--- src/rtl/bin_to_bcd_seq.sv ---
// Sequential 14-bit binary to 4-digit BCD converter (double dabble, one bit per cycle).
// Saturates to 9999 with ovf for inputs above 9999.
// Optional build macro BCD_BLANK_LEADING_ZEROS_EN: leading zero digits are
// replaced by the display blank code 4'hF (digit0 and saturated results never blanked).
module bin_to_bcd_seq (
  input  logic        clock,
  input  logic        reset,
  input  logic        start,
  input  logic [13:0] bin,
  output logic        busy,
  output logic        done,
  output logic        ovf,
  output logic [3:0]  digit0,
  output logic [3:0]  digit1,
  output logic [3:0]  digit2,
  output logic [3:0]  digit3
);

  localparam int unsigned BIN_W     = 14;
  localparam int unsigned BCD_W     = 16;
  localparam int unsigned CNT_W     = 4;
  localparam int unsigned NDIG      = 4;
  localparam int unsigned MAX_VAL   = 9999;
  localparam int unsigned LAST_ITER = BIN_W - 1;

  typedef enum logic {
    IDLE = 1'b0,
    CONV = 1'b1
  } state_e;

  state_e             state_q, state_d;
  logic [BIN_W-1:0]   shift_q, shift_d;
  logic [BCD_W-1:0]   acc_q, acc_d;
  logic [CNT_W-1:0]   cnt_q, cnt_d;
  logic               sat_q, sat_d;
  logic               busy_q, busy_d;
  logic               done_q, done_d;
  logic               ovf_q, ovf_d;
  logic [BCD_W-1:0]   dig_q, dig_d;

  logic [BCD_W-1:0]   acc_adj;
  logic [BCD_W-1:0]   acc_step;
  logic [BIN_W-1:0]   shift_step;
  logic               unused_carry;
  logic [BCD_W-1:0]   fin;
  logic [BCD_W-1:0]   dig_final;

  // One double-dabble iteration: +3 on nibbles >= 5, then shift {acc, shift} left.
  always_comb begin
    acc_adj = acc_q;
    for (int i = 0; i < int'(NDIG); i++) begin
      if (acc_q[4*i +: 4] >= 4'd5) begin
        acc_adj[4*i +: 4] = acc_q[4*i +: 4] + 4'd3;
      end
    end
    {unused_carry, acc_step, shift_step} = {acc_adj, shift_q, 1'b0};
  end

  // Final digit values: saturation override, then optional leading-zero blanking.
  always_comb begin
    fin       = sat_q ? 16'h9999 : acc_step;
    dig_final = fin;
`ifdef BCD_BLANK_LEADING_ZEROS_EN
    if (fin[15:12] == 4'h0) begin
      dig_final[15:12] = 4'hF;
      if (fin[11:8] == 4'h0) begin
        dig_final[11:8] = 4'hF;
        if (fin[7:4] == 4'h0) begin
          dig_final[7:4] = 4'hF;
        end
      end
    end
`endif
  end

  // Next-state and output logic.
  always_comb begin
    state_d = state_q;
    shift_d = shift_q;
    acc_d   = acc_q;
    cnt_d   = cnt_q;
    sat_d   = sat_q;
    busy_d  = busy_q;
    done_d  = 1'b0;
    ovf_d   = ovf_q;
    dig_d   = dig_q;
    case (state_q)
      IDLE: begin
        if (start) begin
          shift_d = bin;
          acc_d   = '0;
          cnt_d   = '0;
          sat_d   = (bin > BIN_W'(MAX_VAL));
          busy_d  = 1'b1;
          state_d = CONV;
        end
      end
      CONV: begin
        acc_d   = acc_step;
        shift_d = shift_step;
        cnt_d   = cnt_q + CNT_W'(1);
        if (cnt_q == CNT_W'(LAST_ITER)) begin
          cnt_d   = '0;
          busy_d  = 1'b0;
          done_d  = 1'b1;
          ovf_d   = sat_q;
          dig_d   = dig_final;
          state_d = IDLE;
        end
      end
    endcase
  end

  // State and output registers with synchronous reset.
  always_ff @(posedge clock) begin
    if (reset) begin
      state_q <= IDLE;
      shift_q <= '0;
      acc_q   <= '0;
      cnt_q   <= '0;
      sat_q   <= 1'b0;
      busy_q  <= 1'b0;
      done_q  <= 1'b0;
      ovf_q   <= 1'b0;
      dig_q   <= '0;
    end else begin
      state_q <= state_d;
      shift_q <= shift_d;
      acc_q   <= acc_d;
      cnt_q   <= cnt_d;
      sat_q   <= sat_d;
      busy_q  <= busy_d;
      done_q  <= done_d;
      ovf_q   <= ovf_d;
      dig_q   <= dig_d;
    end
  end

  assign busy   = busy_q;
  assign done   = done_q;
  assign ovf    = ovf_q;
  assign digit0 = dig_q[3:0];
  assign digit1 = dig_q[7:4];
  assign digit2 = dig_q[11:8];
  assign digit3 = dig_q[15:12];

endmodule

--- config.mk ---
export PLATFORM = sky130hd
export DESIGN_NAME = bin_to_bcd_seq
export DESIGN_NICKNAME = d
export VERILOG_FILES = /design/src/rtl/bin_to_bcd_seq.sv
export SDC_FILE = /design/constraint.sdc
export NUM_CORES = 1
export LEC_CHECK = 0
export ABC_AREA = 1
export BUFFER_PORTS_ARGS = -buffer_cell sky130_fd_sc_hd__buf_2
export CAP_MARGIN = 30
export CELL_PAD_IN_SITES_DETAIL_PLACEMENT = 0
export CELL_PAD_IN_SITES_GLOBAL_PLACEMENT = 2
export CORE_MARGIN = 3
export CORE_UTILIZATION = 34
export CTS_BUF_LIST = sky130_fd_sc_hd__clkbuf_4 sky130_fd_sc_hd__clkbuf_8
export DETAILED_ROUTE_END_ITERATION = 8
export HOLD_SLACK_MARGIN = 0.03
export PLACE_DENSITY = 0.8
export SLEW_MARGIN = 40
export SYNTH_ARGS = -nofsm -noshare
export SYNTH_HDL_FRONTEND = slang
export SYNTH_SLANG_ARGS = --single-unit
--- constraint.sdc ---
create_clock -name clock -period 1.6 [get_ports clock]
set_input_delay 0.32 -clock clock [delete_from_list [all_inputs] [get_ports clock]]
set_output_delay 0.32 -clock clock [all_outputs]
set_load 0.005 [all_outputs]
After elaboration in Yosys (flattened, before gate mapping)
Index checks and enable logic that the tools add are counted.
{"block": "word_totals", "word_cells": 46, "mem_bits_ro": 0, "out_inout_bits": 19, "ram_bits": 0, "n_memories": 0, "ff_bits": 55, "latch_bits": 0, "in_bits": 17}
{"block": "classes", "reduce_logical": 4, "eq_ne": 3, "n_mux": 19, "bitwise": 1, "n_shift": 0, "n_addsub": 5, "n_mul": 0, "n_lt_le_gt_ge": 5, "n_div": 0}
{"operator": "2-to-1 mux 16 bit", "count": 2}
{"operator": "one-hot mux 16 bit (2 select lines)", "count": 1}
{"operator": "one-hot mux 14 bit (2 select lines)", "count": 1}
{"operator": "2-to-1 mux 4 bit", "count": 5}
{"operator": "greater-or-equal comparator 4 x 3 -> 1 bit (second input constant)", "count": 4}
{"operator": "> comparator 14 bit (second input constant)", "count": 1}
{"operator": "2-to-1 mux 14 bit", "count": 1}
{"operator": "adder 4 x 2 -> 4 bit (second input constant)", "count": 3}
{"operator": "one-hot mux 4 bit (2 select lines)", "count": 1}
{"operator": "AND reduction 2 bit", "count": 3}
{"operator": "2-to-1 mux 1 bit", "count": 5}
{"operator": "adder 4 x 1 -> 4 bit (second input constant)", "count": 1}
{"operator": "equality test 4 bit (second input constant)", "count": 1}
{"operator": "one-hot mux 1 bit (2 select lines)", "count": 2}
{"operator": "adder 3 x 2 -> 3 bit (second input constant)", "count": 1}
{"operator": "2-to-1 mux 3 bit", "count": 1}
{"operator": "!= test 2 x 1 -> 1 bit (second input constant)", "count": 1}
{"operator": "!= test 2 bit (second input constant)", "count": 1}
{"operator": "OR reduction 2 bit", "count": 1}
{"operator": "inverter 1 bit", "count": 1}

Depth between registers and ports, before layout
Gate-level depths: netlist of the first run.
{"block": "logic_depth", "word_depth": 3, "ltp_mapped": 9, "depth_no_buf": 9}

Worst setup path before layout of the first run
OpenSTA, ideal clock, no wires.
{"block": "synth_path", "kind": "reg-to-reg", "from": "reg cnt_q[0]", "to": "reg dig_q[12]", "path_slack_ns": 0.384, "setup_time_ns": 0.109, "arrival_ns": 1.107, "required_ns": 1.491, "path_buffers": 0, "stages_incl_launch_ff": 9, "period_less_slack_ns": 1.216, "cell_sequence": "dfxtp_1 ha_1 nand3_2 nor2_2 inv_2 nor2_4 nand2_1 nand2_1 inv_1"}
{"block": "synth_via", "elab_chain_cells": 2}
{"item": "start: declaration", "line_no": "34", "rtl": "logic [CNT_W-1:0] cnt_q, cnt_d;"}
{"item": "start signal: assignment", "line_no": "130", "rtl": "cnt_q <= cnt_d;"}
{"item": "equality test 4 bit", "line_no": "102", "rtl": "if (cnt_q == CNT_W'(LAST_ITER)) begin"}
{"item": "AND reduction 2 bit (no source line)"}
{"item": "end signal: assignment", "line_no": "135", "rtl": "dig_q <= dig_d;"}
{"item": "end: declaration", "line_no": "39", "rtl": "logic [BCD_W-1:0] dig_q, dig_d;"}
No other way between the ends.
A chain may end at the register's enable or synchronous reset.

Worst setup path after layout of the first run
Same ends and word-level chain as after synthesis.

==> results of run 1 <==
power breakdown:
group	total (W)	switching [W]	leakage [nW]	internal, W
sequential	0.00142	0.0000201	0.446	0.00140
clock	0.000797	0.000454	0.0491	0.000343
combinational	0.000205	0.000131	0.935	0.0000744
total	0.00242	0.000605	1.43	0.00182
metal layers:
| metal | up-vias | track usage |
|---|---|---|
| met5 | - | 0 |
| met2 | 33 | 0.250 |
| met3 | 4 | 0.0311 |
| met4 | 0 | 0.0325 |
| met1 | 1061 | 0.196 |
| li1 | 1256 | - |
path summary, 6_finish.rpt:
check / from / end / depth (start not counted)
worst max-delay path: cnt_q[0] / dig_q[12] / 8
worst min-delay path: bin[0] / shift_q[0] / 3
worst max register to register: cnt_q[0] / dig_q[12] / 8
worst min register to register: dig_q[13] / dig_q[13] / 2
critical path, cell delays in order, from the launching register on:
cell	delay (ps)
dfxtp_1	420
ha_1	190
nand3_2	90
nor2_2	120
inv_2	90
nor2_4	230
nand2_1	100
nand2_1	60
inv_1	30
cell families (layout without fill, tap and decap cells):
group / after synthesis / after routing / share of synthesized area
xor+xnor: 2 / 2 / 0.00655
compound gates: 68 / 68 / 0.151
fa+ha+maj: 10 / 10 / 0.0468
flops: 55 / 55 / 0.411
simple gates: 165 / 165 / 0.274
buf+inv: 68 / 107 / 0.110
state kept, by name, indices dropped and copies added (netlist names):
register and cells:
sat_q 1, busy 1, state_q 1, shift_q 14
cnt_q 4, acc_q 16, done 1, ovf 1
dig_q 16
stage by stage:
step	total power [W]	instance area [um2]	worst slack, ps	cells	util
2_1_floorplan	0.00159	2680	384	368	-
3_3_place_gp	0.00166	2970	200	498	0.398
3_5_place_dp	0.00166	2970	180	498	0.398
4_1_cts	0.00246	3060	153	506	0.410
5_1_grt	0.00254	3060	11.1	506	0.410
6_report	0.00242	3060	179	506	0.410
cells in the final DEF (no fill, tap or decap), drive strengths merged:
| master | instances |
|---|---|
| o211ai | 2 |
| ha | 10 |
| clkinv | 1 |
| nand4 | 8 |
| nand3 | 33 |
| o21ai | 30 |
| inv | 55 |
| dfxtp | 55 |
| nand2 | 101 |
| buf | 44 |
| clkbuf | 7 |
| o22ai | 1 |
| a211oi | 1 |
| xor2 | 1 |
| a22oi | 8 |
| o221ai | 1 |
| a21oi | 25 |
| xnor2 | 1 |
| nor2 | 23 |
area by class of cell:
class / count / area, um2 / share of cell area
Tap cell: 99 / 124 / 0.0405
Multi-Input combinational cell: 245 / 1280 / 0.419
Timing Repair Buffer: 44 / 255 / 0.0835
Clock inverter: 1 / 5.00 / 0.00164
Clock buffer: 7 / 83.8 / 0.0274
Inverter: 55 / 206 / 0.0676
Sequential cell: 55 / 1100 / 0.360
==> reports/summary.txt, run 1 <==
CP Capture Type: register
Aggregate routed wire length: 6320 um
Die span in x: 94.7 um
CTS tree: done
DR iter-0 viols: 93
Row cnt: 31
Vias/cell: 4.65
Clock Sinks: 55
Via Count: 2,354
Max Slew Vio Count: 0
Gpl congestion: 0.808
Flops & latches, synth: 55
DRT met1 WL: 3140 um
Die Height: 94.7 um
Setup Buffers After CTS: 0
Synth-to-layout area growth: 14.2%
Share of cells above drive strength 1: 0.167
# setup viols final: 0
Setup TNS: 0 ps
Core area: 7450 um2
CP startpoint kind: register
Reg clk slew, reported paths: 100 ps
Initial antenna violation count: 0
Setup slack, reg-to-reg: 180 ps
Leakage power total: 1.43 nW
Syn Nets: 395
Yosys top cell by area: dfxtp_1
PostCTS Resize Cnt: 0
Max Freq: 704 MHz
Die area: 8970 um2
Max clock buf depth: 2
Final ANT Viol Nets: 0
Post-layout minimum cycle time: 1420 ps
Yosys Warn Count: 0
Root Driver: clkbuf_8
Unique masters post-synth: 27
Initial Util: 0.359
TritonCTS buffer count: 5
Setup CP Type: reg2reg
Mapped Area: 2680 um2
Uppermost layer routed: met4
Number of enable flip-flop cells after synthesis: 0
Boundary Pins: 36
Most used DFF post-synth: dfxtp_1
Gr ovfl total: 0
PwrDens: 792 nW/um2
GRT Total Usage: 0.148
RSZ-0062 raised after global routing: false
Largest net degree at the start of global routing: 30
Syn Area/Cell: 7.27 um2
Setup Skew: 1.88 ps
Vias in the first global route: 2,181
Most common cell in the netlist: nand2_1
WP data arrival: 1640 ps
Maxcap violations: 0
Synth top area share: 0.411
Ant diodes: 0
Gate Count Post-Synth: 368
Synth top area cells: dfxtp_1 (41%), nand2_1 (14%), inv_1 (7.6%), nand3_1 (6.0%), a21oi_1 (4.7%)
Status: finished clean
H-tree depth: 2
Detailed Routing Iterations Pass 1: 4
Peak supply drop: 0.000269 V
Ys async rst share: 0
Clk_lat worst skew: 310 ps
Rel. slew slack: 0.743
Final net count: 433
HPWL Detailed: 4430 um
Peak fanout along the critical path: 9
Detailed-route DRC error count: 0
# hold bufs at CTS: 0
Routed wl met3: 223 um
Drt wl/cell: 12.5 um
Sequential element share of the synthesized area: 0.411
Hold slack: 285 ps
Final Hold Vio Count: 0
Worst Hold Class: in2reg
FILL cells: 821
First-pass GRT wire length: 10,400 um
Worst slew pin tran: 386 ps
Final worst path period share: 0.888
Synth cell count leaders: nand2_1 (100), dfxtp_1 (55), inv_1 (54)
PortBufs: 35
Met2 routed WL: 2900 um
Worst Path Required: 1820 ps
(Power assumes the default switching activity.)
==> run 2: changes to the inputs <==
CORE_ASPECT_RATIO = 0.9   (was not set)
CTS_CLUSTER_DIAMETER = 50   (was not set)
==> run 2 against run 1 <==
  * Critical path depth stayed put
  * Setup slack worse by 11 ps
  * Fmax is 0.73% lower
  * Sequential share of layout area is 0.35 points lower
  * Non-clock buffer count is 3 higher
  * Largest power group unchanged
  * Sequential cell count stayed put
  * Die area hardly changed
  * Count of clock-buffer cells in the layout is 2 lower
  * Register-to-register slack hardly changed
  * Power is 5.6% higher
  * Clock skew is 12 ps higher
==> reports/summary.txt, run 2 (same netlist as run 1, synthesis figures left out) <==
Reg area: 1100 um2 (unchanged)
Initial antenna violation count: 0 (unchanged)
Peak fanout along the critical path: 10 (+1)
Largest net degree at the start of global routing: 20 (-33%)
Status: finished clean
Gr ovfl total: 0 (unchanged)
Final net count: 436 (+0.69%)
Place WS: 217 ps (+37.0 ps)
Ant diodes: 0 (unchanged)
Setup CP Type: reg2reg
Post-layout minimum cycle time: 1430 ps (+10.5 ps)
Die span in x: 99.5 um (+5.1%)
Synth-to-layout area growth: 15.3%
# hold bufs at CTS: 0 (unchanged)
Worst slew pin tran: 320 ps (-65.8 ps)
Vias in the first global route: 2,097 (-3.9%)
Die area: 8970 um2 (about the same)
First-pass GRT wire length: 10,300 um (-1.6%)
Boundary Pins: 36 (unchanged)
Most common cell after layout, fill and taps aside: nand2_1
Gpl congestion: 0.763 (-5.5%)
H-tree depth: 2 (unchanged)
Max clock buf depth: 2 (unchanged)
Maxcap violations: 0 (unchanged)
Final Hold Vio Count: 0 (unchanged)
Die Height: 90.2 um (-4.8%)
Clock Sinks: 55 (unchanged)
PostCTS Resize Cnt: 0 (unchanged)
# setup viols final: 0 (unchanged)
PortBufs: 35 (unchanged)
Aggregate routed wire length: 6310 um (-0.21%)
HPWL Detailed: 4620 um (+4.2%)
CP Capture Type: register
PwrDens: 828 nW/um2 (+4.5%)
Reg clk slew, reported paths: 90 ps (about the same)
Detailed-route DRC error count: 0 (unchanged)
RSZ-0062 raised after global routing: false
WP data arrival: 1680 ps (+40 ps)
Max Slew Vio Count: 0 (unchanged)
Share of cells above drive strength 1: 0.173 (+0.00609)
Setup slack, reg-to-reg: 170 ps (about the same)
DR iter-0 viols: 90 (-3.2%)
Core area: 7580 um2 (+1.8%)
Detailed Routing Iterations Pass 1: 4 (unchanged)
Rel. slew slack: 0.787 (+0.0439)
Worst setup margin: 169 ps (-10.5 ps)
CTS tree: done
TritonCTS buffer count: 5 (unchanged)
Initial Util: 0.353 (-0.00640)
Regs by FF count: acc_q (16), dig_q (16), shift_q (14)
Max Freq: 699 MHz (-0.73%)
GRT Total Usage: 0.143 (-0.00561)
Clk_lat worst skew: 310 ps (about the same)
Root Driver: clkbuf_8
Peak supply drop: 0.000419 V (+56%)
Setup Buffers After CTS: 0 (unchanged)
Leading cell types in the layout, fill and taps excluded: nand2_1 (100), dfxtp_1 (55), inv_1 (54)
Vias/cell: 4.59 (-1.3%)
Leakage power total: 1.45 nW (+1.4%)
Worst Hold Class: in2reg
Via Count: 2,323 (-1.3%)
Worst Path Required: 1840 ps (+20 ps)
Final ANT Viol Nets: 0 (unchanged)
Drt wl/cell: 12.5 um (-0.21%)
Total power: 0.00256 W (+5.6%)
Final worst path period share: 0.894 (+0.00657)
Setup TNS: 0 ps (unchanged)
Row cnt: 30 (-3.2%)
Setup Skew: 14.4 ps (+12.5 ps)
Area of the multi-input gates: 1280 um2 (unchanged)
FILL cells: 817 (-0.49%)
CP startpoint kind: register
## run 2: cell count changes in the layout (fill, tap and decap cells not counted), sizes merged
cell,previous run,this run
clkinv,1,2
clkbuf,7,5
buf,44,47
bufinv,0,1
## run 2: path summary, 6_finish.rpt
kind,startpoint,end,cells past startpoint
max,cnt_q[1],busy,8
min,bin[0],shift_q[0],3
max reg2reg,cnt_q[1],busy,8
min reg2reg,shift_q[13],acc_q[0],2
## run 2: layout make-up
type                            count  area share
Clock buffer                        5      0.0223
Clock inverter                      3      0.0142
Timing Repair Buffer               47      0.0860
Sequential cell                    55       0.357
Tap cell                           96      0.0389
Multi-Input combinational cell    245       0.415
Inverter                           55      0.0669
## run 2: power breakdown
group,internal [W],switching (W)
clock,0.000467,0.000464
combinational,0.0000757,0.000131
sequential,0.00140,0.0000194
total,0.00194,0.000614
## run 2: metrics by stage
step | cell area [um2] | util | hold slack (ps) | cells
floorplan | 2680 | - | 436 | 368
global placement | 2970 | 0.392 | 438 | 498
detailed placement | 2970 | 0.392 | 444 | 498
CTS | 3090 | 0.407 | 280 | 506
global route | 3090 | 0.407 | 268 | 506
finish | 3090 | 0.407 | 286 | 506
## run 2: per-layer routing
layer  wire length [um]  vias to the layer above  global-route usage  share of wire
met4                 55                        0              0.0375         0.0087
met3                191                        4              0.0326          0.030
li1                   -                     1265                   -              -
met1               3510                     1027               0.212           0.56
met2               2550                       27               0.206           0.40
met5                  0                        -                   0              0
## run 2: critical path: stages (launching register included)
cell and delay [ps]:
dfxtp_1 370, inv_1 60, ha_1 180, nand3_2 80
nor2_2 50, buf_4 170, nor2_4 240, inv_1 110
nor2_1 100
==> run 3: changes to the inputs <==
CELL_PAD_IN_SITES_GLOBAL_PLACEMENT = 1   (was 2)
CORE_UTILIZATION = 43   (was 34)
==> run 3 against run 2 <==
  * Sequential power is essentially flat
  * Global-route usage increased by 4.0 points
  * Power decreased by 5.4%
  * Fmax shrank 1.2%
  * Die area shrank 20%
  * Sequential share of layout area up 0.94 points
  * Largest power group unchanged
  * Critical endpoint is now dig_q[12]
  * Via count grew 0.95%
==> reports/summary.txt, run 3 (same netlist as run 1, synthesis figures left out) <==
TritonCTS buffer count: 5 (unchanged)
Aggregate routed wire length: 6040 um (-4.3%)
HPWL Detailed: 4360 um (-5.6%)
Core area: 5860 um2 (-23%)
Clock Sinks: 55 (unchanged)
Initial antenna violation count: 0 (unchanged)
Gr ovfl total: 0 (unchanged)
Die Height: 80.8 um (-10%)
DR iter-0 viols: 138 (+53%)
PostCTS Resize Cnt: 0 (unchanged)
Final ANT Viol Nets: 0 (unchanged)
PortBufs: 35 (unchanged)
Post-layout minimum cycle time: 1450 ps (+17.1 ps)
# setup viols final: 0 (unchanged)
WP data arrival: 1670 ps (about the same)
Final worst path period share: 0.905 (+0.0107)
PwrDens: 804 nW/um2 (-2.9%)
Initial Util: 0.457 (+0.104)
Worst path slowest cell: dfxtp_1
Share of cells above drive strength 1: 0.167 (-0.00609)
Via Count: 2,345 (+0.95%)
Top cell by count, worst path: nand2_1
Clk_lat worst skew: 320 ps (about the same)
Leading cell types in the layout, fill and taps excluded: nand2_1 (100), dfxtp_1 (55), inv_1 (54)
Die span in x: 89.2 um (-10%)
Max Freq: 690 MHz (-1.2%)
Worst Hold Class: in2reg
Worst slew pin tran: 277 ps (-43.2 ps)
Peak supply drop: 0.000558 V (+33%)
Largest net degree at the start of global routing: 19 (-5.0%)
Max Slew Vio Count: 0 (unchanged)
Setup TNS: 0 ps (unchanged)
Final Hold Vio Count: 0 (unchanged)
Critical path's largest stage delay: 410 ps (+40 ps)
Regs by FF count: acc_q (16), dig_q (16), shift_q (14)
Delay-heaviest family, CP: simple AND/OR/NAND/NOR gates
CP startpoint kind: register
Row cnt: 26 (-13%)
# hold bufs at CTS: 0 (unchanged)
Die area: 7210 um2 (-20%)
Setup CP Type: reg2reg
Post-Layout Inst Area: 3010 um2 (-2.6%)
Setup slack, reg-to-reg: 150 ps (-20 ps)
Worst Path Required: 1820 ps (-20 ps)
Detailed-route DRC error count: 0 (unchanged)
Most common cell after layout, fill and taps aside: nand2_1
Setup Buffers After CTS: 0 (unchanged)
GRT Total Usage: 0.183 (+0.0403)
CP Capture Type: register
Ant diodes: 0 (unchanged)
Peak fanout along the critical path: 9 (-1)
Final net count: 433 (-0.69%)
Placed instance area: 2920 um2 (-1.9%)
Detailed Routing Iterations Pass 1: 4 (unchanged)
Maxcap violations: 0 (unchanged)
Status: finished clean
Rel. slew slack: 0.815 (+0.0283)
RSZ-0062 raised after global routing: false
Max clock buf depth: 2 (unchanged)
Total power: 0.00242 W (-5.4%)
Boundary Pins: 36 (unchanged)
Crit path cell chain: ha_1 -> nand3_2 -> nor2_2 -> inv_2 -> nor2_4 -> nand2_1 -> nand2_1 -> inv_1
Reg clk slew, reported paths: 100 ps (about the same)
FILL cells: 616 (-25%)
Gpl congestion: 0.789 (+3.3%)
Drt wl/cell: 12.7 um (+1.6%)
Root Driver: clkbuf_8
Buf/Inv on CP: 2 (-1)
Vias/cell: 4.92 (+7.1%)
CTS tree: done
Vias in the first global route: 2,198 (+4.8%)
Synth-to-layout area growth: 12.3%
First-pass GRT wire length: 10,300 um (+0.27%)
Leakage power total: 1.42 nW (-2.0%)
H-tree depth: 2 (unchanged)
Setup Skew: 13.6 ps (-0.787 ps)
-- run 3: cell count changes in the layout (fill, tap and decap cells not counted), sizes merged --
cell	change
buf	-3
bufinv	-1
clkbuf	+1
clkinv	-1
clkinvlp	+1
-- run 3: worst reg2reg max path: stages (launching register included) --
cell and delay, ps:
dfxtp_1 410, ha_1 190, nand3_2 90, nor2_2 190, inv_2 110, nor2_4 200
nand2_1 80, nand2_1 50, inv_1 40
-- run 3: through the flow --
stage                     std cells  setup slack (ps)   util  hold WS, ps
final                           477               152  0.513          271
after global routing            477              14.0  0.513          270
after CTS                       477               156  0.513          265
after detailed placement        469               173  0.498          439
after global placement          469               217  0.498          436
after floorplan                 368               384      -          436
-- run 3: worst paths after layout --
| check | cells past startpoint | end | start |
|---|---|---|---|
| worst min register to register | 2 | dig_q[14] | dig_q[14] |
| worst max-delay path | 8 | dig_q[12] | cnt_q[0] |
| worst min-delay path | 3 | shift_q[0] | bin[0] |
| worst max register to register | 8 | dig_q[12] | cnt_q[0] |
-- run 3: cell type report --
type,instances,area (um2),share of cell area
multi-input combinational,245,1280,0.426
sequential,55,1100,0.366
timing repair buffer,44,243,0.0807
inverter,55,206,0.0687
tap,70,87.6,0.0291
clock buffer,6,76.3,0.0254
clock inverter,2,12.5,0.00416
-- run 3: metal layers --
metal  share of wire  wire (um)  up-vias  global-route usage
li1                -          -     1259                   -
met1            0.54       3250     1044               0.267
met2            0.42       2510       33               0.266
met3           0.035        209        9              0.0456
met4           0.012         70        0              0.0521
met5               0          0        -                   0
-- run 3: power by group --
part           internal [W]  switching [W]
Combinational     0.0000724       0.000131
Sequential          0.00140      0.0000184
Clock              0.000325       0.000473
